$ cat config.mk
export PLATFORM = sky130hd
export DESIGN_NAME = conv_engine_2d
export DESIGN_NICKNAME = d
export VERILOG_FILES = /design/src/rtl/conv_engine_2d.sv
export SDC_FILE = /design/constraint.sdc
export NUM_CORES = 1
export LEC_CHECK = 0
export BUFFER_PORTS_ARGS = -buffer_cell sky130_fd_sc_hd__buf_2
export CAP_MARGIN = 25
export CORE_MARGIN = 2
export CORE_UTILIZATION = 44
export CTS_CLUSTER_DIAMETER = 200
export CTS_CLUSTER_SIZE = 30
export DETAILED_ROUTE_END_ITERATION = 10
export PLACE_DENSITY_LB_ADDON = 0.15
export SLEW_MARGIN = 20
export SYNTH_ARGS = -nofsm -noshare
export SYNTH_HDL_FRONTEND = slang
export SYNTH_SLANG_ARGS = --single-unit
$ cat constraint.sdc
create_clock -name clk -period 5.5 [get_ports clk]
set_input_delay 0.275 -clock clk [delete_from_list [all_inputs] [get_ports clk]]
set_output_delay 0.275 -clock clk [all_outputs]
set_load 0.02 [all_outputs]
$ cat src/rtl/conv_engine_2d.sv
// conv_engine_2d
//
// Streaming 3x3 Sobel-X convolution over a raster-scanned 8-bit grayscale
// frame. Pixels arrive one per cycle after a start pulse. Two line buffers
// supply the two rows above the incoming pixel. A 3x3 window register holds
// the current neighbourhood. A two-stage pipeline (products, then sum)
// produces one signed result per fully covered window. After the last
// result, done_signal pulses once.
//
// Ports:
//   clk          - single clock, rising edge
//   rst          - asynchronous, active-low reset
//   start_signal - one-cycle pulse, begins (or restarts) a frame
//   pixel_valid  - pixel_in is valid this cycle
//   pixel_in     - unsigned 8-bit pixel, raster order
//   result_out   - signed 22-bit convolution result (held when not valid)
//   result_valid - result_out valid this cycle
//   done_signal  - one-cycle pulse when the frame is complete

`timescale 1ns/1ps

module conv_engine_2d #(
  parameter int IMG_WIDTH  = 32,
  parameter int IMG_HEIGHT = 32
) (
  input  logic               clk,
  input  logic               rst,
  input  logic               start_signal,
  input  logic               pixel_valid,
  input  logic [7:0]         pixel_in,
  output logic signed [21:0] result_out,
  output logic               result_valid,
  output logic               done_signal
);

  localparam int CW = $clog2(IMG_WIDTH);
  localparam int RW = $clog2(IMG_HEIGHT);
  localparam logic [CW-1:0] COL_LAST = CW'(IMG_WIDTH - 1);
  localparam logic [RW-1:0] ROW_LAST = RW'(IMG_HEIGHT - 1);

  typedef enum logic [1:0] {
    S_IDLE,
    S_RUN,
    S_FLUSH,
    S_DONE
  } state_e;

  state_e             state_q, state_d;
  logic [CW-1:0]      col_q, col_d;
  logic [RW-1:0]      row_q, row_d;
  logic               win_valid_q, win_valid_d;
  logic               prod_valid_q, prod_valid_d;
  logic               result_valid_q, result_valid_d;
  logic signed [21:0] result_q, result_d;
  logic               done_q, done_d;

  // Line buffers: lb_top holds row r-2, lb_mid holds row r-1 while row r streams in.
  logic [7:0] lb_top_mem [IMG_WIDTH];
  logic [7:0] lb_mid_mem [IMG_WIDTH];

  // Window: win_q[row][col], row 0 = top, col 2 = newest column.
  logic [7:0] win_q [3][3];
  logic [7:0] win_d [3][3];

  // Only the outer columns carry non-zero Sobel-X weights, so six products.
  logic signed [10:0] prod_q [6];
  logic signed [10:0] prod_d [6];
  logic signed [21:0] sum;

  logic accept;

  // start wins over a coincident pixel; pixels outside RUN are ignored.
  assign accept = (state_q == S_RUN) && pixel_valid && !start_signal;

  // Window shift: the new column is the two buffered rows plus the live pixel.
  always_comb begin
    win_d = win_q;
    if (accept) begin
      for (int i = 0; i < 3; i++) begin
        win_d[i][0] = win_q[i][1];
        win_d[i][1] = win_q[i][2];
      end
      win_d[0][2] = lb_top_mem[col_q];
      win_d[1][2] = lb_mid_mem[col_q];
      win_d[2][2] = pixel_in;
    end
  end

  // Kernel [-1 0 +1; -2 0 +2; -1 0 +1] applied to zero-extended pixels.
  always_comb begin
    prod_d[0] = -$signed({3'b000, win_q[0][0]});
    prod_d[1] = -$signed({2'b00, win_q[1][0], 1'b0});
    prod_d[2] = -$signed({3'b000, win_q[2][0]});
    prod_d[3] =  $signed({3'b000, win_q[0][2]});
    prod_d[4] =  $signed({2'b00, win_q[1][2], 1'b0});
    prod_d[5] =  $signed({3'b000, win_q[2][2]});
  end

  always_comb begin
    sum = '0;
    for (int k = 0; k < 6; k++) begin
      sum = sum + {{11{prod_q[k][10]}}, prod_q[k]};
    end
  end

  // Control: counters, FSM next state, pipeline valid tags and outputs.
  always_comb begin
    state_d        = state_q;
    col_d          = col_q;
    row_d          = row_q;
    done_d         = 1'b0;
    win_valid_d    = accept && (row_q >= RW'(2)) && (col_q >= CW'(2));
    prod_valid_d   = win_valid_q;
    result_valid_d = prod_valid_q;
    result_d       = prod_valid_q ? sum : result_q;

    if (start_signal) begin
      // Restart from any state; in-flight results are discarded.
      state_d        = S_RUN;
      col_d          = '0;
      row_d          = '0;
      win_valid_d    = 1'b0;
      prod_valid_d   = 1'b0;
      result_valid_d = 1'b0;
      result_d       = result_q;
    end else begin
      unique case (state_q)
        S_IDLE: begin
        end
        S_RUN: begin
          if (pixel_valid) begin
            if (col_q == COL_LAST) begin
              col_d = '0;
              if (row_q == ROW_LAST) begin
                row_d   = '0;
                state_d = S_FLUSH;
              end else begin
                row_d = row_q + RW'(1);
              end
            end else begin
              col_d = col_q + CW'(1);
            end
          end
        end
        S_FLUSH: begin
          // Once the last result occupies the output stage, the next cycle is done.
          if (!win_valid_q && !prod_valid_q) begin
            state_d = S_DONE;
            done_d  = 1'b1;
          end
        end
        S_DONE: begin
          state_d = S_IDLE;
        end
        default: begin
          state_d = S_IDLE;
        end
      endcase
    end
  end

  always_ff @(posedge clk or negedge rst) begin
    if (!rst) begin
      state_q        <= S_IDLE;
      col_q          <= '0;
      row_q          <= '0;
      win_valid_q    <= 1'b0;
      prod_valid_q   <= 1'b0;
      result_valid_q <= 1'b0;
      result_q       <= '0;
      done_q         <= 1'b0;
    end else begin
      state_q        <= state_d;
      col_q          <= col_d;
      row_q          <= row_d;
      win_valid_q    <= win_valid_d;
      prod_valid_q   <= prod_valid_d;
      result_valid_q <= result_valid_d;
      result_q       <= result_d;
      done_q         <= done_d;
    end
  end

  // Datapath storage needs no reset: every entry is written before it is used.
  always_ff @(posedge clk) begin
    if (accept) begin
      lb_top_mem[col_q] <= lb_mid_mem[col_q];
      lb_mid_mem[col_q] <= pixel_in;
    end
    win_q  <= win_d;
    prod_q <= prod_d;
  end

  assign result_out   = result_q;
  assign result_valid = result_valid_q;
  assign done_signal  = done_q;

endmodule

; Word-level counts from Yosys, hierarchy flattened
; Memories as Yosys holds them, arrays and structs flattened. A register that Yosys moved wholly into a read port is not among the register bits.
; Cells that the tools add are included.
[classes]
n_bitwise = 1
n_eq_ne = 9
reduce_logical = 16
addsub = 10
n_mux = 23
magnitude_cmp = 2
[op_table]
columns = operator, n
row1 = 5-bit 2-to-1 mux, 9
row2 = 8-bit negator with 11-bit output, 2
row3 = 15-bit by 9-bit adder with 16-bit output, 1
row4 = 14-bit by 10-bit adder with 15-bit output, 1
row5 = 13-bit by 9-bit adder with 14-bit output, 1
row6 = 12-bit by 11-bit adder with 13-bit output, 1
row7 = 11-bit by 11-bit adder with 12-bit output, 1
row8 = 9-bit negator with 11-bit output, 1
row9 = 5-bit by 1-bit adder with 5-bit output (second input constant), 2
row10 = 5-bit equality test (second input constant), 2
row11 = 5-bit by 2-bit >= comparator with 1-bit output (second input constant), 2
row12 = 2-bit 2-to-1 mux, 5
row13 = 1-bit 2-to-1 mux, 8
row14 = 3-bit by 2-bit != test with 1-bit output (second input constant), 2
row15 = 3-bit != test (second input constant), 2
row16 = 2-bit case mux with 3 select lines, 1
row17 = 2-bit nonzero test, 3
row18 = 1-bit logical AND, 5
row19 = 5-bit AND reduction, 1
row20 = 2-bit equality test (second input constant), 2
row21 = 2-bit AND reduction, 2
row22 = 4-bit nonzero test, 1
row23 = 1-bit logical NOT, 3
row24 = 3-bit AND reduction, 1
row25 = other kinds (2), 2
[totals]
out_inout_bits = 24
ram_bits = 512
mem_count = 2
regBits = 159
inputBits = 12
wordCells = 85
[memory_table]
columns = memory, words, word_bits, rd, rd_ports_with_merged_regs, write_ports, line_no
row1 = lb_mid_mem, 32, 8, 1, 0, 1, 59  ; logic [7:0] lb_mid_mem [IMG_WIDTH];
row2 = lb_top_mem, 32, 8, 1, 1, 1, 58  ; logic [7:0] lb_top_mem [IMG_WIDTH];

; Depth between registers and ports, before layout
; Gate-level depths: netlist of the first run.
[logic_depth]
word_depth = 6
mapped_depth = 13
ltp_nobuf = 13

; Worst setup path before layout of the first run
; OpenSTA, ideal clock, no wires.
[synth_path]
kind = register -> register
startpoint = register state_q[1]
endpoint = memory lb_mid_mem[0][0] (enable)
setup_ns = 0.389
required_time_ns = 5.111
t_arrival_ns = 4.314
path_stages_with_launch = 6
slack_ns = 0.797
path_cell_list = dfrtp_1 > and3b_1 > nor2b_1 > clkbuf_1 > nand2_1 > nor2_1
[synth_between]
elab_chain_cells = 5
[synth_lines]
columns = item, line_no
row1 = "start, declared", 48  ; state_e state_q, state_d;
row2 = "start signal, assigned", 173  ; state_q <= state_d;
row3 = 2-bit by 1-bit equality test with 1-bit output, 73  ; assign accept = (state_q == S_RUN) && pixel_valid && !start_signal;
row4 = 1-bit logical AND (2 in series), 73
row5 = named net accept, 70  ; logic accept;
row6 = 1-bit 2-to-1 mux, 186  ; if (accept) begin
row7 = 1-bit 2-to-1 mux (not written as such), 188  ; lb_mid_mem[col_q] <= pixel_in;
row8 = "end, declared", 59
; The timed path passes the listed nets, and every way through them passes these cells.

; Final worst setup path of the first run
[layout_path]
startpoint = register prod_q[2] (netlist name)
endpoint = register result_q[10], in the netlist result_out[10]
[layout_between]
elab_chain_cells = 1
[layout_lines]
columns = item, line_no
row1 = "start, declared", 66  ; logic signed [10:0] prod_q [6];
row2 = "start signal, assigned", 191  ; prod_q <= prod_d;
row3 = 15-bit by 9-bit adder with 16-bit output, 102  ; sum = sum + {{11{prod_q[k][10]}}, prod_q[k]};
row4 = "end signal, assigned", 179  ; result_q <= result_d;
row5 = "end, declared", 54  ; logic signed [21:0] result_q, result_d;
; No other way between the ends.
; A chain may end at the register's enable or synchronous reset.

==> summary.md, run 1 <==
| Metric | Value |
|---|---|
| Status | `finished clean` |
| Share of the synthesized area in the top cell type | `67.0%` |
| Core area | `0.0589 mm^2` |
| Total Die Area | `0.0615 mm^2` |
| Slew headroom | `33.7%` |
| Starting DRT DRC Count | `1071` |
| Num rows | `89` |
| Worst R2R Start | `prod_q[2]` |
| DP Area | `0.0275 mm^2` |
| Reg2reg path depth | `13` |
| Flop-to-flop setup slack | `1.44 ns` |
| P_leak | `9.37 nW` |
| Pwr/cell area | `329 mW/mm^2` |
| Type of origin of the critical path | `register` |
| Hold endpoint | `lb_mid_mem[26][5]` |
| First-pass GRT wire length | `83.0 mm` |
| Vias in the first global route | `12600` |
| Largest net degree at the start of global routing | `74` |
| Port bufs | `35` |
| Post-route DRC | `0` |
| All-Layer GR Usage | `18.6%` |
| Root Buffer | `clkbuf_16` |
| Die X | `248 um` |
| CTS tree | `done` |
| Setup repair bufs after CTS | `0` |
| Unrepaired setup endpoints after global routing | `no` |
| Req. time, crit path | `5.99 ns` |
| Hold Startpoint | `pixel_in[5]` |
| Vias | `12300` |
| Antenna Violating Nets Remaining | `0` |
| Worst setup EP type | `register` |
| Final hold vios | `0` |
| Final Max Tran Viols | `0` |
| Number of enable flip-flop cells after synthesis | `584` |
| Crit-path max FO | `4` |
| Routability cong. | `0.760` |
| Area growth syn-to-layout | `7.92%` |
| Final setup vio count | `0` |
| Synthesized area | `0.0262 mm^2` |
| Crit path kind | `reg2reg` |
| Grt ovf | `0` |
| Post-synthesis net count | `1438` |
| WHS Path Cells | `1` |
| Yosys Warn Count | `0` |
| N_diodes | `0` |
| Mapped Avg Cell Area | `19.3 um^2` |
| Final Skew | `0.0357 ns` |
| Cts-stage hold buffer count | `4` |
| Cell variety after synth | `49` |
| Chip height | `248 um` |
| Fin crit period | `4.06 ns` |
| Drt via density | `5.58` |
| Syn Inst Count | `1359` |
| Initial antenna violation count | `1` |
| Number of CTS-inserted buffers | `26` |
| Worst min path class | `in2reg` |
| Most used DFF post-synth | `edfxtp_1` |
| Layout Nets | `1503` |
| Initial Utilization | `44.4%` |
| Ratio of cells with drive above 1 in the final layout | `18.2%` |
| Clk_lat worst skew | `0.63 ns` |
| Fin area | `0.0282 mm^2` |
| I/O pin count | `36` |
| Max VDD drop | `0.237 mV` |
| H-tree depth | `1` |
| Sequential area share after synthesis | `74.3%` |
| R2R Path End | `result_out[10]` |
| Post-layout util | `48.0%` |
| Highest clock rate | `246 MHz` |
| PostCTS Resize Cnt | `0` |
| Clock Sinks | `672` |
| Max Root-Sink Buffers | `3` |
| Total power draw | `9.29 mW` |
| Cell taking the most area after synthesis | `edfxtp_1` |
| Synthesized flop and latch total | `672` |
| TNS Setup | `0 ns` |
| Routed WL per cell | `25.5 um` |
| Worst EP arrival | `4.55 ns` |
| Detailed Place HPWL | `35.1 mm` |
| Clk pin slew, worst setup/hold paths | `0.11 ns` |
| DRT Pass-1 Iters | `4` |
| Max Cap Viol | `0` |
| Async SR Flop Fraction | `4.76%` |
| Slew @ Worst Pin | `0.991 ns` |
| Final Cycle Share | `73.8%` |
| WL final | `56.2 mm` |
| Synth area leaders | `edfxtp_1 (67%), mux4_2 (11%), dfxtp_1 (4.3%)` |
==> cells in the mapped netlist, drive strengths merged (6+ instances only) <==
master / instances
dfrtp: 32
edfxtp: 584
o211ai: 7
ha: 32
nand3: 17
nor3: 12
buf: 32
xor2: 9
o21ai: 14
clkbuf: 28
or3: 7
nand2b: 6
inv: 94
a22oi: 66
a21oi: 11
xnor2: 14
mux4: 128
nor2: 52
dfxtp: 56
fa: 35
nand4: 17
nand2: 43
==> worst max path at each step <==
stage | startpoint | to | depth (start not counted)
detailed placement | prod_q[2] | result_out[10] | 13
global route | prod_q[2] | result_out[10] | 13
CTS | prod_q[2] | result_out[10] | 13
floorplan | state_q[1] | lb_mid_mem[0][0] | 5
global placement | prod_q[2] | result_out[10] | 13
finish | prod_q[2] | result_out[10] | 13
==> power by group <==
part,switching [mW],internal [mW],total (mW)
Sequential,0.0775,5.69,5.77
Clock,1.49,0.894,2.38
Combinational,0.697,0.443,1.14
Total,2.26,7.03,9.29
==> through the flow <==
stage,worst slack [ns],hold WS [ns],cells
floorplan,0.797,-0.0206,1359
global placement,1.42,0.347,2164
detailed placement,1.40,0.351,2165
CTS,1.37,0.207,2206
global route,1.23,0.245,2206
finish,1.44,0.225,2206
==> kinds of logic (layout without fill, tap and decap cells) <==
kind of cell	count (synthesis)	after routing	synth area share [%]
DFF	672	672	74.3
adders and majority gates	67	67	4.21
muxes	129	129	11.1
and+or+nand+nor	191	191	3.67
xor gates and xnor gates	23	23	0.770
AOI/OAI and AO/OA	123	123	3.37
buffers and inverters	154	228	2.61
==> layout make-up <==
type	count	area [um^2]
clock buffer	35	684
clock inverter	2	36.3
fill	4890	30700
sequential	672	19500
timing repair buffer	97	688
inverter	94	353
multi-input combinational	533	6050
tap	773	967
==> critical path, stage by stage, from the launching register on <==
cell	delay, ns
dfxtp_1	0.33
inv_1	0.05
fa_1	0.53
inv_1	0.05
fa_1	0.47
inv_1	0.05
fa_1	0.48
inv_1	0.05
ha_1	0.22
fa_1	0.48
a211oi_1	0.44
o211ai_1	0.23
nor4b_1	0.19
or3_1	0.38
==> cell usage in the layout, fill, tap and decap left out, drive strengths merged, types with 9 or more instances in the layout <==
cell type / count
nand2: 43
nand4: 17
dfrtp: 32
edfxtp: 584
mux4: 128
buf: 93
nand3: 17
dfxtp: 56
xor2: 9
xnor2: 14
fa: 35
o21ai: 14
nor3: 12
clkbuf: 35
ha: 32
nor2: 52
a22oi: 66
inv: 95
a21oi: 11
==> sequential cells by signal, indices dropped and copies added, names as in the netlist, 2 cells and up <==
signal,cells
result_out,16
lb_mid_mem,256
row_q,5
win_q,48
lb_top_mem,256
prod_d,24
prod_q,56
state_q,2
col_q,5
==> per-layer routing <==
layer | global-route usage (%) | vias up | share of wire (%)
met3 | 2.37 | 58 | 4.1
met2 | 32.5 | 268 | 51
li1 | - | 5407 | -
met5 | 0 | - | 0
met4 | 5.07 | 0 | 2.7
met1 | 24.8 | 6584 | 42
Note: power is estimated with default switching activity, not from simulation.
==> run 2: changes to the inputs <==
--- a/config.mk
+++ b/config.mk
@@ -5,6 +5,7 @@
 export SDC_FILE = /design/constraint.sdc
 export NUM_CORES = 1
 export LEC_CHECK = 0
+export ABC_AREA = 1
 export BUFFER_PORTS_ARGS = -buffer_cell sky130_fd_sc_hd__buf_2
 export CAP_MARGIN = 25
 export CORE_MARGIN = 2
==> constraint.sdc (replaced) <==
create_clock -name clk -period 3.6 [get_ports clk]
set_input_delay 0.18 -clock clk [delete_from_list [all_inputs] [get_ports clk]]
set_output_delay 0.18 -clock clk [all_outputs]
set_load 0.02 [all_outputs]
==> run 2 against run 1 <==
Clock skew down 0.00051 ns. Largest cell class unchanged. Largest power group unchanged. Clock-buffer cell count unchanged. Fmax rose by 20%. Critical path type unchanged. Highest routed layer unchanged.
==> summary.md, run 2 <==
| Metric | Value |
|---|---|
| Status | `finished clean` |
| Max Root-Sink Buffers | `3` |
| Core area | `0.0605 mm^2` |
| Ratio of cells with drive above 1 in the final layout | `7.49%` |
| Routability cong. | `0.865` |
| Post-layout util | `48.2%` |
| Starting DRT DRC Count | `1418` |
| Final hold vios | `0` |
| Slew @ Worst Pin | `0.933 ns` |
| Most frequent cells in the layout | `edfxtp_1 (584), nor2_1 (361), nand2_1 (324), o21ai_0 (237), inv_1 (143)` |
| Post-layout worst setup margin | `0.216 ns` |
| DRT Pass-1 Iters | `5` |
| Initial Utilization | `44.7%` |
| Root Buffer | `clkbuf_16` |
| Most frequent cells after synthesis | `edfxtp_1 (584), nor2_1 (361), nand2_1 (324), o21ai_0 (237), inv_1 (144)` |
| Delay-heaviest family, CP | `adder cells` |
| Worst min path class | `in2reg` |
| Synth area leaders | `edfxtp_1 (65%), nor2_1 (5.0%), nand2_1 (4.5%)` |
| Max Cap Viol | `0` |
| Slew headroom | `37.8%` |
| All-Layer GR Usage | `20.6%` |
| Clock power share | `24.3%` |
| DP Worst Slack | `0.0945 ns` |
| Most frequent CP cell | `inv_1` |
| Fin crit period | `3.38 ns` |
| Reg area | `0.0195 mm^2` |
| CTS tree | `done` |
| Die X | `252 um` |
| Post-route DRC | `0` |
| Type of origin of the critical path | `register` |
| Comb power frac | `16.9%` |
| Number of CTS-inserted buffers | `26` |
| Cell taking the most area after synthesis | `edfxtp_1` |
| Crit-path max cell delay | `0.54 ns` |
| Multi-input logic area | `0.00646 mm^2` |
| DP Area | `0.0284 mm^2` |
| I/O pin count | `36` |
| Syn Inst Count | `2174` |
| Total Die Area | `0.0634 mm^2` |
| Clk_lat worst skew | `0.63 ns` |
| Port bufs | `35` |
| Final Max Tran Viols | `0` |
| Fill count | `5327` |
| Most common cell in the netlist | `edfxtp_1` |
| Async SR Flop Fraction | `4.76%` |
| Mapped Avg Cell Area | `12.4 um^2` |
| Synthesized area | `0.0270 mm^2` |
| Layout Nets | `2300` |
| Most used DFF post-synth | `edfxtp_1` |
| Grt ovf | `0` |
| WL final | `65.0 mm` |
| Total power draw | `15.1 mW` |
| Hold_ws | `0.0412 ns` |
| Sequential area share after synthesis | `72.1%` |
| Initial antenna violation count | `2` |
| Post-synthesis net count | `2253` |
| Final Skew | `0.0352 ns` |
| Num rows | `90` |
| Vias in the first global route | `15900` |
| Routed WL per cell | `21.6 um` |
| Critical-path cell list | `inv_1 > fa_1 > inv_1 > fa_1 > inv_1 > fa_1 > inv_1 > ha_2 > fa_2 > nand3_1 > nand3_1 > nand2_1 > nand2_1 > or2_2 > nand3_1 > nand2_1` |
| Antenna Violating Nets Remaining | `0` |
| H-tree depth | `1` |
| Slowest cell on the critical path | `fa_1` |
| Pwr/cell area | `516 mW/mm^2` |
| Final cell count without fillers | `3012` |
| Highest clock rate | `295 MHz` |
| Final setup vio count | `0` |
| Net Sw Power | `4.13 mW` |
| Vias | `16200` |
| Worst EP arrival | `3.89 ns` |
| Max VDD drop | `0.407 mV` |
| Share of the synthesized area in the top cell type | `64.9%` |
| First-pass GRT wire length | `99.0 mm` |
| Cell variety after synth | `33` |
| Synthesized flop and latch total | `672` |
| TNS Setup | `0 ns` |
| Clock Sinks | `672` |
| Largest regs | `lb_mid_mem x256, lb_top_mem x256, prod_q x56` |
| Buf+Inv Stages, Crit Path | `4` |
| Detailed Place HPWL | `39.4 mm` |
| Req. time, crit path | `4.11 ns` |
| Clk pin slew, worst setup/hold paths | `0.12 ns` |
| Yosys Warn Count | `0` |
| DP Cell Count | `2973` |
| Seq pwr share | `58.8%` |
| Number of enable flip-flop cells after synthesis | `584` |
| Area growth syn-to-layout | `7.93%` |
| Drt via density | `5.38` |
| Most common cell after layout, fill and taps aside | `edfxtp_1` |
| Largest net degree at the start of global routing | `133` |
| Crit-path max FO | `3` |
| Final Cycle Share | `94.0%` |
| Sw Ratio | `27.5%` |
| N_diodes | `0` |
| Crit path kind | `reg2reg` |
| Chip height | `252 um` |
| Worst setup EP type | `register` |
| Pint | `10.9 mW` |
| Unrepaired setup endpoints after global routing | `no` |
| P_leak | `10.6 nW` |
| Fin area | `0.0291 mm^2` |
-- run 2: tightest hold or removal path, cell delays in order --
cell,delay (ns)
buf_2,0.11
nand4_1,0.08
nand3_1,0.06
nand2_1,0.10
o21ai_0,0.08
-- run 2: cell families after synthesis --
group / share of synthesized area [%]
xor gates and xnor gates: 0.714
AOI/OAI and AO/OA: 8.16
DFF: 72.1
and+or+nand+nor: 10.9
adders and majority gates: 4.08
buffers and inverters: 4.05
-- run 2: cell type report --
type,count,area share (%)
multi-input cells,1249,22.2
clock inverters,2,0.125
flip-flops and latches,672,66.8
well taps,782,3.36
repair buffers,122,3.25
inverters,150,1.95
clock buffers,35,2.35
-- run 2: final timing paths --
| check | startpoint | end | slack (ns) | cells after the start |
|---|---|---|---|---|
| worst max-delay path | prod_q[2] | result_out[10] | 0.22 | 16 |
| worst min-delay path | pixel_valid | state_q[1] | 0.04 | 5 |
| worst max register to register | prod_q[2] | result_out[10] | 0.22 | 16 |
| worst min register to register | prod_d[28] | prod_q[28] | 0.38 | 0 |
| max in group asynchronous | rst | col_q[1] | 2.85 | 2 |
| min in group asynchronous | rst | result_out[10] | 0.18 | 2 |
-- run 2: power by group through the flow --
stage,clock network (mW),registers [mW],logic (mW)
final,3.66,8.85,2.54
after floorplan,0,9.06,1.62
after global routing,3.98,8.87,2.85
after CTS,3.77,8.85,2.56
after detailed placement,0,9.03,2.55
after global placement,0,9.02,2.52
-- run 2: routing by layer --
layer / vias up / part of all wire, % / GRT usage (%)
met2: 428 / 50 / 36.1
met4: 0 / 2.4 / 5.07
met5: - / 0 / 0
li1: 7621 / - / -
met3: 75 / 4.6 / 1.53
met1: 8088 / 43 / 28.1
-- run 2: timing repair --
item,CTS,global route
buffers inserted,0,0
endpoints found under the setup margin,0,3
hold buffers,2,0
endpoints found under the hold margin,35,0
gates resized for setup,0,3
